[config.mk]
export PLATFORM = sky130hd
export DESIGN_NAME = mult_controller
export DESIGN_NICKNAME = d
export VERILOG_FILES = /design/src/rtl/mult_pkg.sv /design/src/rtl/mult_controller.sv
export SDC_FILE = /design/constraint.sdc
export NUM_CORES = 1
export LEC_CHECK = 0
export BUFFER_PORTS_ARGS = -buffer_cell sky130_fd_sc_hd__clkbuf_2
export CORE_AREA = 3 3 40 42
export CTS_CLUSTER_DIAMETER = 120
export DETAILED_ROUTE_END_ITERATION = 10
export DIE_AREA = 0 0 43 45
export HOLD_SLACK_MARGIN = 0.1
export PLACE_DENSITY = 0.45
export SYNTH_ARGS = -nofsm -noshare
export SYNTH_HDL_FRONTEND = slang
export SYNTH_SLANG_ARGS = --single-unit
[constraint.sdc]
create_clock -name clk -period 2.8 [get_ports clk]
set_clock_uncertainty 0.2 [all_clocks]
set_input_delay 0.14 -clock clk [delete_from_list [all_inputs] [get_ports clk]]
set_output_delay 0.14 -clock clk [all_outputs]
set_load 0.01 [all_outputs]
[src/rtl/mult_pkg.sv]
// Shared definitions for the shift-add multiplier: operand width, loop counter
// preload and the controller state encoding.
package mult_pkg;

  localparam int N_BITS = 8;
  localparam int COUNT_W = 4;

  // The counter runs N_BITS-1 .. 0, giving exactly N_BITS SHIFT cycles.
  localparam logic [COUNT_W-1:0] COUNT_PRELOAD = COUNT_W'(N_BITS - 1);

  typedef enum logic [2:0] {
    ST_IDLE,
    ST_LOAD,
    ST_TEST,
    ST_ADD,
    ST_SHIFT,
    ST_DONE
  } mult_state_t;

endpackage

[src/rtl/mult_controller.sv]
// Control FSM for the shift-add multiplier: sequences LOAD/ADD/SHIFT strobes,
// drives the loop counter and handshakes start/result with the host.
module mult_controller
  import mult_pkg::*;
(
  input  logic       clk,
  input  logic       n_reset,
  input  logic       start,
  input  logic       q0,
  input  logic [3:0] count,
  input  logic       result_ack,
  output logic       LOAD,
  output logic       RESET,
  output logic       ADD,
  output logic       SHIFT,
  output logic       DECREMENT,
  output logic       ready,
  output logic       done
);

  mult_state_t state;
  mult_state_t state_next;

  always_ff @(posedge clk) begin
    if (!n_reset) begin
      state <= ST_IDLE;
    end else begin
      state <= state_next;
    end
  end

  always_comb begin
    state_next = state;
    LOAD       = 1'b0;
    RESET      = 1'b0;
    ADD        = 1'b0;
    SHIFT      = 1'b0;
    DECREMENT  = 1'b0;
    ready      = 1'b0;
    done       = 1'b0;

    case (state)
      ST_IDLE: begin
        ready = 1'b1;
        if (start) begin
          state_next = ST_LOAD;
        end
      end

      ST_LOAD: begin
        LOAD       = 1'b1;
        RESET      = 1'b1;
        state_next = ST_TEST;
      end

      ST_TEST: begin
        state_next = q0 ? ST_ADD : ST_SHIFT;
      end

      ST_ADD: begin
        ADD        = 1'b1;
        state_next = ST_SHIFT;
      end

      // The last shift happens at count==0; decrementing there would wrap
      // the counter to 15, so the decrement is withheld on that final pass.
      ST_SHIFT: begin
        SHIFT = 1'b1;
        if (count == 4'd0) begin
          state_next = ST_DONE;
        end else begin
          DECREMENT  = 1'b1;
          state_next = ST_TEST;
        end
      end

      ST_DONE: begin
        done = 1'b1;
        if (result_ack) begin
          state_next = ST_IDLE;
        end
      end

      default: begin
        state_next = ST_IDLE;
      end
    endcase
  end

endmodule

* After elaboration in Yosys (flattened, before gate mapping)
Cells that the tools add are included.
** Word-level totals
- Logic and storage cells :: 23
- Output and inout bits :: 7
- Register bits after elaboration :: 3
- Input port bits :: 9
** Cells by class
- Eq/ne operators :: 7
- Reduce and logical (&&, ||, !) cells :: 3
- Mux-type cells :: 12
** Operator list (count)
- one-hot mux 3 bit (6 select lines) :: 1
- 2-to-1 mux 3 bit :: 4
- 2-to-1 mux 1 bit :: 7
- == test 3 x 2 -> 1 bit (second input constant) :: 2
- == test 3 bit (second input constant) :: 2
- logical NOT 4 bit :: 1
- != test 2 bit (second input constant) :: 2
- == test 3 x 1 -> 1 bit (second input constant) :: 1
- logical NOT 3 bit :: 1
- AND reduction 2 bit :: 1

* Depth between registers and ports, before layout
- Word-level depth :: 3
- Depth in mapped cells :: 4
- Mapped depth without buffers :: 3

* Worst setup path before layout
Ideal clock, no wire load.
- Path kind :: reg2out
- Start :: register state[0]
- End :: output port RESET
- Data required time :: 2.460 ns
- Cell stages (with the launch flop) :: 4
- Buffers on the path :: 2
- Data arrival time :: 1.173 ns
- Setup slack :: 1.287 ns
- Cells stage by stage :: dfxtp_1 > clkbuf_1 > nor3b_1 > buf_4
** On the way
- Longest elaborated chain between the ends :: 2
** RTL lines
- start: declaration :: RTL line mult_controller.sv:21 : mult_state_t state;
- start signal: assignment :: RTL line mult_controller.sv:28 : state <= state_next;
- == test 3 x 1 -> 1 bit
- 2-to-1 mux 1 bit
- end: declaration :: RTL line mult_controller.sv:13 : output logic RESET,
Every way passes these cells.

==> impl_metrics.yaml <==
run_status:
  status: "finished, final reports clean"
detailed_routing:
  drt_iter0_drc: 2
  drt-total-wl_um: 732
  drt_pass1_iterations: 4
  vias_per_cell: 4.64
  vias: 311
  drcViolationCount: 0
  wl_per_cell_um: 10.9
  ant_nets: 0
placed_design:
  dpl.hpwl_um: 533
  io_buffers: 15
  gp_congestion: 0.643
power_and_ir_drop:
  irDropWorstVdd_uv: 102
  p_per_area_nw_per_um2: 394
  p_leak_nw: 0.190
job:
  cap_violations: 0
logic_synthesis:
  syn-instance-count: 32
  syn_area_per_cell_um2: 8.25
  syn-cell-area_um2: 264
  ys_seq_area_share_pct: 22.7
  yosysWarnings: 0
  synth_top_area_share_pct: 22.7
  syn-num-nets: 41
  synth_seq_cells: 3
  synth_cell_type_count: 23
  yosys.area.top_type: "dfxtp_1"
  synthTopCellsByArea: "dfxtp_1 (23%), nor2b_1 (9.5%), o2bb2ai_1 (6.6%)"
clock_tree:
  clk_pin_slew_ns: 0.03
  clk_path_buf_depth: 2
  clock_latency_ns: 0.23
  postCtsSetupRepairBufs: 0
  cts.root.buffer_cell: "clkbuf_4"
  clock_sinks: 3
  cts_tree: "yes"
  cts_resized: 0
  cts_max_level: 1
  cts_buffers: 3
timing:
  slew_violations: 0
  rsz0062_at_grt: "false"
  worst_pin_slew_ns: 0.344
  setup_violations: 0
  max_freq_mhz: 450
  period_share_pct: 79.3
  hold_viol_final: 0
  min_period_ns: 2.22
  max-slew-margin-rel_pct: 77.0
  whs_ns: 0.157
  setup-tns-final_ns: 0
critical_path:
  cp.arrival_ns: 2.14
  cp.required_ns: 2.72
  worstSetupEndpointType: "flop"
  r2r_start: "state[0]$_SDFFE_PN0P_"
  start_kind: "primary input"
  reg2regPathDepth: 4
  r2r_end: "state[1]$_SDFFE_PN0P_"
  crit_fanout: 3
  reg2reg_slack_ns: 0.79
  critical_path_class: "primary input to flop"
final_layout:
  n_fill_cell: 149
  nNetsFinal: 62
  antenna_cells: 0
  reg.largest.list: "state (3)"
  area_growth_pct: 56.4
  top_register: "state"
  drive_above_1_share_pct: 42.3
  largest_reg_flops: 3
global_route:
  gr-usage-all-layers_pct: 8.31
  antenna_found_initial: 0
  grt_overflow_total: 0
  grt_first_pass_wirelength_um: 1210
  grt_max_degree: 12
  grt_pass1_vias: 292
worst_hold_path:
  hold_path.class: "primary input to flop"
  hold_start: "q0"
  hold_end: "state[0]$_SDFFE_PN0P_"
  hold_depth: 3
floorplan:
  die_h_um: 45
  rows: 13
  pin_count: 16
  die_w_um: 43
  core-area_um2: 1280
  start_util_pct: 20.5
  die-area_um2: 1940
## worst max-delay path, stage by stage
cell	delay, ns
dlygate4sd3_1	0.53
clkbuf_2	0.11
nor2b_1	0.14
dlygate4sd3_1	0.56
o2bb2ai_1	0.11
dlygate4sd3_1	0.55
## cell usage in the layout, fill, tap and decap left out, types with 2 or more instances in the layout
master	synthesis	layout
and2_1	2	2
o2bb2ai_1	2	2
dlygate4sd3_1	0	5
clkbuf_4	0	3
nor3_1	2	2
nor2b_1	4	4
clkbuf_2	0	15
dfxtp_1	3	3
## layout make-up
type | count | area (um2) | area share (%)
multi-input cells | 25 | 183 | 44.2
flip-flops and latches | 3 | 60.1 | 14.5
well taps | 15 | 18.8 | 4.55
clock buffers | 4 | 26.3 | 6.36
repair buffers | 20 | 125 | 30.3
## metal layers
metal,share of wire [%],vias to the layer above,wire [um],GRT usage [%]
li1,-,157,-,-
met1,49,137,356,11.5
met2,43,15,317,12.0
met3,6.1,2,45,1.20
met4,1.5,0,11,5.42
met5,0,-,0,0
## per-stage QoR
stage                     worst slack [ns]  instances  utilization [%]  total power, W  instance area (um2)
after floorplan                       1.29         32                -       0.0000713                  264
after global placement                1.33         58             26.2       0.0000839                  337
final                                0.578         67             32.1        0.000163                  413
after CTS                            0.571         67             32.1        0.000167                  413
after global routing                 0.476         67             32.1        0.000177                  413
after detailed placement              1.35         58             26.2       0.0000837                  337
## cells by family (layout without fill, tap and decap cells)
kind of cell / count (synthesis) / in the layout / synth area share [%]
AO/OA/AOI/OAI: 8 / 8 / 25.6
buffers and inverters: 4 / 24 / 8.06
flip-flops: 3 / 3 / 22.7
AND/OR/NAND/NOR: 17 / 17 / 43.6
## cell usage after synthesis (all sizes together)
cell type	instances
nand3	1
a22oi	1
o21a	1
nor3	2
nor2b	4
buf	3
nor4	1
and2	3
nor3b	2
dfxtp	3
o21ai	2
o2bb2ai	2
a32o	1
or4	2
nor2	1
nand2b	1
a221oi	1
clkbuf	1
## what timing repair did
item	CTS	global route
endpoints found under the setup margin	0	0
hold buffers	5	0
endpoints found under the hold margin	3	0
## power breakdown
| group | internal (W) | switching [W] | leakage, nW |
|---|---|---|---|
| Combinational | 0.0000206 | 0.0000158 | 0.150 |
| Clock | 0.0000534 | 0.0000216 | 0.0150 |
| Sequential | 0.0000454 | 0.00000598 | 0.0245 |
| Total | 0.000119 | 0.0000434 | 0.190 |
## worst max path at each step
stage | startpoint | to | slack (ns) | cells past startpoint
detailed placement | state[0]$_SDFFE_PN0P_ | state[2]$_SDFFE_PN0P_ | 1.35 | 3
CTS | n_reset | state[2]$_SDFFE_PN0P_ | 0.57 | 6
global route | n_reset | state[2]$_SDFFE_PN0P_ | 0.48 | 6
global placement | state[0]$_SDFFE_PN0P_ | state[2]$_SDFFE_PN0P_ | 1.33 | 3
floorplan | state[0]$_SDFFE_PN0P_ | RESET | 1.29 | 3
finish | n_reset | state[2]$_SDFFE_PN0P_ | 0.58 | 6
No activity file was read; power rests on OpenSTA's default activity.
